[config.mk]
export PLATFORM = sky130hd
export DESIGN_NAME = instr_encoder
export DESIGN_NICKNAME = d
export VERILOG_FILES = /design/src/rtl/instr_encoder.sv
export SDC_FILE = /design/constraint.sdc
export NUM_CORES = 1
export LEC_CHECK = 0
export BUFFER_PORTS_ARGS = -buffer_cell sky130_fd_sc_hd__buf_2
export CORE_AREA = 10 10 155 172
export DETAILED_ROUTE_END_ITERATION = 10
export DIE_AREA = 0 0 165 182
export PLACE_DENSITY_LB_ADDON = 0.3
export SLEW_MARGIN = 30
export SYNTH_ARGS = -nofsm -noshare
export SYNTH_HDL_FRONTEND = slang
export SYNTH_SLANG_ARGS = --single-unit
[constraint.sdc]
create_clock -name clk -period 6.7 [get_ports clk]
set_clock_uncertainty 0.05 [all_clocks]
set_input_delay 0.335 -clock clk [delete_from_list [all_inputs] [get_ports clk]]
set_output_delay 0.335 -clock clk [all_outputs]
set_load 0.05 [all_outputs]
[src/rtl/instr_encoder.sv]
// instr_encoder: packs RV32I R/I/L/S/B field bundles into words, queued with sequential byte addresses.
// Define ENC_BTYPE_EN to enable B-format encoding; otherwise class 4 is rejected as illegal.
module instr_encoder #(
  parameter int          DEPTH     = 4,
  parameter logic [31:0] BASE_ADDR = 32'h0000_0000
) (
  input  logic                         clk,
  input  logic                         rst_n,
  input  logic                         flush,
  input  logic                         in_valid,
  output logic                         in_ready,
  input  logic [2:0]                   in_class,
  input  logic [4:0]                   in_rd,
  input  logic [4:0]                   in_rs1,
  input  logic [4:0]                   in_rs2,
  input  logic [2:0]                   in_funct3,
  input  logic [6:0]                   in_funct7,
  input  logic [12:0]                  in_imm,
  output logic                         out_valid,
  input  logic                         out_ready,
  output logic [31:0]                  out_instr,
  output logic [31:0]                  out_addr,
  output logic                         illegal,
  output logic [$clog2(DEPTH+1)-1:0]   count
);
  localparam int AW = $clog2(DEPTH);
  localparam int CW = $clog2(DEPTH+1);
  logic [AW-1:0] wr_q, wr_d, rd_q, rd_d;
  logic [CW-1:0] cnt_q, cnt_d;
  logic [31:0]   pc_q, pc_d;
  logic          ill_q, ill_d;
  logic [31:0]   instr_q [DEPTH];
  logic [31:0]   instr_d [DEPTH];
  logic [31:0]   addr_q  [DEPTH];
  logic [31:0]   addr_d  [DEPTH];
  logic          legal, accept, push, pop;
  logic [31:0]   word;
  logic          unused_imm;
  assign unused_imm = ^{in_imm[12], in_imm[0]};
  assign word = in_class == 3'd0 ? {in_funct7, in_rs2, in_rs1, in_funct3, in_rd, 7'b0110011}
              : in_class == 3'd1 ? {in_imm[11:0], in_rs1, in_funct3, in_rd, 7'b0010011}
              : in_class == 3'd2 ? {in_imm[11:0], in_rs1, in_funct3, in_rd, 7'b0000011}
              : in_class == 3'd3 ? {in_imm[11:5], in_rs2, in_rs1, in_funct3, in_imm[4:0], 7'b0100011}
`ifdef ENC_BTYPE_EN
              : {in_imm[12], in_imm[10:5], in_rs2, in_rs1, in_funct3, in_imm[4:1], in_imm[11], 7'b1100011};
  assign legal = in_class < 3'd4 || (in_class == 3'd4 && in_funct3[2:1] == 2'b00);
`else
              : 32'h0;
  assign legal = in_class < 3'd4;
`endif
  assign in_ready  = cnt_q < CW'(DEPTH);
  assign out_valid = cnt_q != '0;
  assign accept    = in_valid & in_ready;
  assign push      = accept & legal;
  assign pop       = out_valid & out_ready;
  assign out_instr = instr_q[rd_q];
  assign out_addr  = addr_q[rd_q];
  assign illegal   = ill_q;
  assign count     = cnt_q;
  always_comb begin
    wr_d    = wr_q;
    rd_d    = rd_q;
    cnt_d   = cnt_q;
    pc_d    = pc_q;
    instr_d = instr_q;
    addr_d  = addr_q;
    ill_d   = accept & ~legal & ~flush;
    if (flush) begin
      wr_d  = '0;
      rd_d  = '0;
      cnt_d = '0;
      pc_d  = BASE_ADDR;
    end else begin
      if (push) begin
        instr_d[wr_q] = word;
        addr_d[wr_q]  = pc_q;
        wr_d          = wr_q + AW'(1);
        pc_d          = pc_q + 32'd4;
      end
      if (pop) rd_d = rd_q + AW'(1);
      cnt_d = cnt_q + CW'(push) - CW'(pop);
    end
  end
  always_ff @(posedge clk or negedge rst_n) begin
    if (!rst_n) begin
      wr_q    <= '0;
      rd_q    <= '0;
      cnt_q   <= '0;
      pc_q    <= BASE_ADDR;
      ill_q   <= 1'b0;
      instr_q <= '{default: '0};
      addr_q  <= '{default: '0};
    end else begin
      wr_q    <= wr_d;
      rd_q    <= rd_d;
      cnt_q   <= cnt_d;
      pc_q    <= pc_d;
      ill_q   <= ill_d;
      instr_q <= instr_d;
      addr_q  <= addr_d;
    end
  end
endmodule

======== Word-level counts from Yosys, hierarchy flattened ========
Cells that the tools add are included.
storage, ports and cells
  register bits ........................... 296
  output and inout bits ................... 70
operators by class
  add/subtract/negate cells ............... 5
  order comparisons ....................... 5
  equality and inequality tests ........... 3
  multiplexer cells ....................... 21
  bitwise logic cells ..................... 9
  reduce and logical (&&, ||, !) cells .... 6
operators by type and width
  operator                                                                       number
  32-bit 2-to-1 mux                                                              11
  128-bit bitwise mux                                                            2
  32-bit binary-select mux with 2-bit select                                     2
  32-bit demux with 2-bit select                                                 1
  32-bit by 3-bit adder with 32-bit output (second input constant)               1
  2-bit 2-to-1 mux                                                               4
  3-bit by 2-bit == test with 1-bit output (second input constant)               2
  3-bit >= comparator (second input constant)                                    2
  3-bit less-than comparator (second input constant)                             2
  2-bit NOT with 3-bit output                                                    2
  1-bit bitwise AND                                                              5
  2-bit by 1-bit adder with 2-bit output (second input constant)                 2
  2-bit nonzero test                                                             2
  3-bit by 1-bit adder with 3-bit output                                         1
  3-bit by 1-bit == test with 1-bit output (second input constant)               1
  3-bit zero test                                                                1
  3-bit by 1-bit less-than comparator with 1-bit output (second input constant)  1
  3-bit 2-to-1 mux                                                               1
  3-bit nonzero test                                                             1
  3-bit by 1-bit subtractor with 3-bit output                                    1
  1-bit NOT                                                                      2
  2-bit AND reduction                                                            1
  1-bit logical AND                                                              1

======== Longest topological paths before layout ========
  depth after elaboration ................. 6
  depth in mapped cells ................... 10

======== Least setup slack after synthesis ========
Ideal clock, no wire load.
  kind .................................... register to register
  start point ............................. register cnt_q[2] (netlist: count[2])
  end point ............................... register cnt_q[2] (netlist: count[2])
  setup time .............................. 0.132 ns
  data arrival time ....................... 2.341 ns
  required time ........................... 6.518 ns
  setup slack ............................. 4.177 ns
  cell stages (with the launch flop) ...... 11
  buffers on the path ..................... 1
  period minus slack after synthesis ...... 2.523 ns
  cells stage by stage .................... dfrtp_1 -> buf_6 -> nor3b_4 -> inv_4 -> ha_1 -> inv_1 -> ha_1 -> inv_1 -> fa_1 -> xnor2_1 -> nor2_1
on the way
  longest elaborated chain between the ends .. 6
  elaborated cells on any way between the ends .. 8
ends and longest elaborated chain
  element                                          RTL line  text
  start: declaration                               29        logic [CW-1:0] cnt_q, cnt_d;
  start signal: assignment                         96        cnt_q <= cnt_d;
  3-bit less-than comparator                       51        assign in_ready = cnt_q < CW'(DEPTH);
  1-bit bitwise AND                                53        assign accept = in_valid & in_ready;
  1-bit bitwise AND                                54        assign push = accept & legal;
  3-bit by 1-bit adder with 3-bit output           81        cnt_d = cnt_q + CW'(push) - CW'(pop);
  3-bit by 1-bit subtractor with 3-bit output (*)  81
  3-bit 2-to-1 mux (*)                             68        if (flush) begin
  named net cnt_d[2]                               29
The timed path passes the listed nets; every way through them passes the cells marked *.
A chain may end at the register's enable or synchronous reset.

======== Final worst setup path ========
  start point ............................. register rd_q[0]
  end point ............................... output port out_instr[4]
on the way
  longest elaborated chain between the ends .. 4
ends and longest elaborated chain
  element                                                RTL line  text
  start: declaration                                     28        logic [AW-1:0] wr_q, wr_d, rd_q, rd_d;
  start signal: assignment                               95        rd_q <= rd_d;
  2-bit NOT with 3-bit output (implied by the code)      56        assign out_instr = instr_q[rd_q];
  32-bit binary-select mux with 2-bit select             56
  32-bit 2-to-1 mux (implied by the code) (2 in series)  56
  end: declaration                                       21        output logic [31:0] out_instr,
Every way passes these cells. The select of a mux whose other input is x is not followed.

==> impl_metrics.env <==
export IMPL_reg2reg_depth=5
export IMPL_drtAntennaViolNets=0
export IMPL_netlist_area_mm2=0.01252
export IMPL_nets=989
export IMPL_maxSlewViolCount=0
export IMPL_grt_pass1_wl_um=42030
export IMPL_die_h_um=182
export IMPL_drt_pass1_iterations=4
export IMPL_synth_seq_cells=270
export IMPL_critPathLaunchType="flip-flop"
export IMPL_antenna_found_initial=1
export IMPL_cp_slowest_cell="dfrtp_4"
export IMPL_leakagePower_uw=0.006882
export IMPL_cts_sinks=270
export IMPL_hold_depth=2
export IMPL_cts_root_buf="clkbuf_16"
export IMPL_rsz0062_at_grt="no"
export IMPL_hold_viol=0
export IMPL_drt_iter0_markers=384
export IMPL_postSynthAreaPerCell_um2=14.65
export IMPL_power_density_mw_per_mm2=322.7
export IMPL_status="complete, no violations"
export IMPL_start_util_pct=54.03
export IMPL_final_setup_tns_ns=0
export IMPL_clk_pin_slew_ns=0.06
export IMPL_chipWidth_um=165
export IMPL_worstMarginPinSlew_ns=0.9799
export IMPL_min_period_over_period_pct=47.48
export IMPL_hold_path_class="in2reg"
export IMPL_syn_to_final_growth_pct=12.71
export IMPL_relSlewSlack_pct=34.61
export IMPL_viasPerCell=5.786
export IMPL_ys_flop_type="dfrtp_1"
export IMPL_r2r_end="addr_q[94]"
export IMPL_reg2reg_from="count[2]"
export IMPL_die_area_mm2=0.03003
export IMPL_synthDistinctLibCells=46
export IMPL_setup_slack_ns=3.519
export IMPL_cts_tree="done"
export IMPL_setup_viol=0
export IMPL_slowest_delay_ns=0.63
export IMPL_ys_seq_area_share_pct=53.95
export IMPL_core_area_mm2=0.02318
export IMPL_peakVddDrop_mv=0.2782
export IMPL_r2r_slack_ns=4.01
export IMPL_yosysWarnings=0
export IMPL_overflow=0
export IMPL_clk_latency_ns=0.53
export IMPL_io_pins=116
export IMPL_maxCapViolCount=0
export IMPL_criticalPathCategory="reg2out"
export IMPL_antenna_cells=0
export IMPL_clockBufferDepth=3
export IMPL_row_count=59
export IMPL_cts_buffers=29
export IMPL_pre_cts_slack_ns=3.793
export IMPL_synth_edf_count=0
export IMPL_grt_pass1_vias=7883
export IMPL_grt_total_usage_pct=17.09
export IMPL_fin_crit_ns=3.181
export IMPL_final_area_mm2=0.01412
export IMPL_dpl_cell_area_mm2=0.01312
export IMPL_place_hpwl_um=15430
export IMPL_drc=0
export IMPL_port_buffers=109
export IMPL_hold_start="in_valid"
export IMPL_synthArstFlopShare_pct=100.0
export IMPL_critPathMaxFanout=25
export IMPL_route_vias_total=7285
export IMPL_fmax_mhz=314.3
export IMPL_worstPathArrival_ns=2.80
export IMPL_drive_gt1_share_pct=47.38
export IMPL_cp_required_ns=6.31
export IMPL_worstPathCellList="buf_4 -> buf_12 -> mux4_2 -> buf_2"
export IMPL_gp_congestion=0.8065
export IMPL_grt_max_degree=156
export IMPL_critPathBufInv=3
export IMPL_h_tree_depth=1
export IMPL_min_to="illegal"
export IMPL_wl_per_cell_um=20.35
export IMPL_postCtsSetupBuffers=0
export IMPL_critPathTopFamily="buffers and inverters"
export IMPL_syn_inst=855
export IMPL_routed_wl_um=25620
export IMPL_cp_end_kind="output pin"
-- worst register-to-register path: cells and delay by family, from the launching register on --
kind                   cells  cell delay (ns)
flip-flops                 1             0.49
multiplexers               1             0.56
AND/OR/NAND/NOR            3             1.35
buffers and inverters      1             0.12
-- registers in the layout, indices dropped and copies added, names as in the netlist --
name	cells
pc_q	30
count	3
rd_q	2
addr_q	120
illegal	1
instr_q	112
wr_q	2
-- timing repair --
item / 4_1_cts / 5_1_grt
endpoints found under the hold margin: 115 / 0
gates resized for setup: 0 / 0
hold buffers: 1 / 0
-- layout by cell type (no fill, tap or decap), types with 9 or more instances in the layout --
cell       synthesis  routed
clkbuf_8           0      10
a21oi_1           31      31
xor2_1            10      10
mux4_2            58      58
or4_1              9       9
clkbuf_16          0      29
buf_2             29     108
o31ai_1            9       9
nor2_1            25      25
o21ai_0           12      12
nand3_1           13      13
mux2_2           218     218
nor2b_1           12      12
nand2_1           31      31
dfrtp_1          270     268
-- routing by layer --
metal | wire length [µm] | global-route usage [%]
met1 | 11510 | 23.41
met2 | 12520 | 28.03
met3 | 1256 | 2.873
met5 | 17 | 0
met4 | 312 | 3.546
-- cells in the mapped netlist (all sizes together), types with 4 or more instances --
| cell type | count | area share [%] |
|---|---|---|
| mux2 | 231 | 21 |
| mux2i | 5 | 0.40 |
| o21ai | 12 | 0.48 |
| nand3 | 13 | 0.52 |
| xnor2 | 5 | 0.35 |
| xor2 | 10 | 0.70 |
| nand4 | 7 | 0.40 |
| ha | 7 | 0.70 |
| o31ai | 9 | 0.54 |
| a21oi | 31 | 1.2 |
| mux4 | 58 | 10 |
| nor2b | 12 | 0.60 |
| or4 | 9 | 0.54 |
| clkbuf | 18 | 0.55 |
| nor2 | 26 | 0.91 |
| and3 | 4 | 0.20 |
| or3 | 7 | 0.35 |
| nand2 | 35 | 1.3 |
| buf | 52 | 2.8 |
| nand2b | 4 | 0.20 |
| dfrtp | 270 | 54 |
| inv | 8 | 0.26 |
-- cell type report --
type,count,area (µm²)
fillers,1824,9064
flip-flops and latches,270,6761
multi-input cells,511,5356
clock buffers,45,885.9
repair buffers,115,648.1
well taps,305,381.6
clock inverters,5,50.05
inverters,8,32.53
-- report_power, final --
part           total (µW)  internal, µW  switching (µW)  leakage [µW]
Combinational        1120           420             700       0.00270
Sequential           1890          1780             112       0.00371
Clock                1550           936             610      0.000466
Total                4550          3130            1420       0.00688
-- worst max-delay path by stage --
stage / start / slack, ns / cells after the start / end
6_report: rd_q[0] / 3.52 / 4 / out_instr[4]
3_3_place_gp: in_class[2] / 3.83 / 6 / addr_q[126]
3_5_place_dp: in_class[2] / 3.79 / 6 / addr_q[126]
4_1_cts: rd_q[0] / 3.42 / 4 / out_addr[25]
2_1_floorplan: count[2] / 4.18 / 10 / count[2]
5_1_grt: rd_q[0] / 3.32 / 4 / out_instr[1]
-- metrics by stage --
step / utilization [%] / instances / hold slack [ns] / total power [µW]
4_1_cts: 60.67 / 1258 / 0.07017 / 4616
5_1_grt: 60.90 / 1259 / 0.07667 / 4760
6_report: 60.90 / 1259 / 0.08601 / 4555
3_3_place_gp: 56.50 / 1206 / 0.3950 / 3023
2_1_floorplan: - / 859 / -0.01059 / 2782
3_5_place_dp: 56.59 / 1207 / 0.4008 / 3053
-- kinds of logic after synthesis --
group                      count (synthesis)  share of synthesized area (%)
and+or+nand+nor                          133                          6.184
xor gates and xnor gates                  15                          1.049
other                                      1                        0.02994
muxes                                    294                          31.78
buffers and inverters                     78                          3.616
DFF                                      270                          53.95
adders and majority gates                  8                         0.8591
AOI/OAI and AO/OA                         56                          2.538
Power figures use the tool's default switching activity.
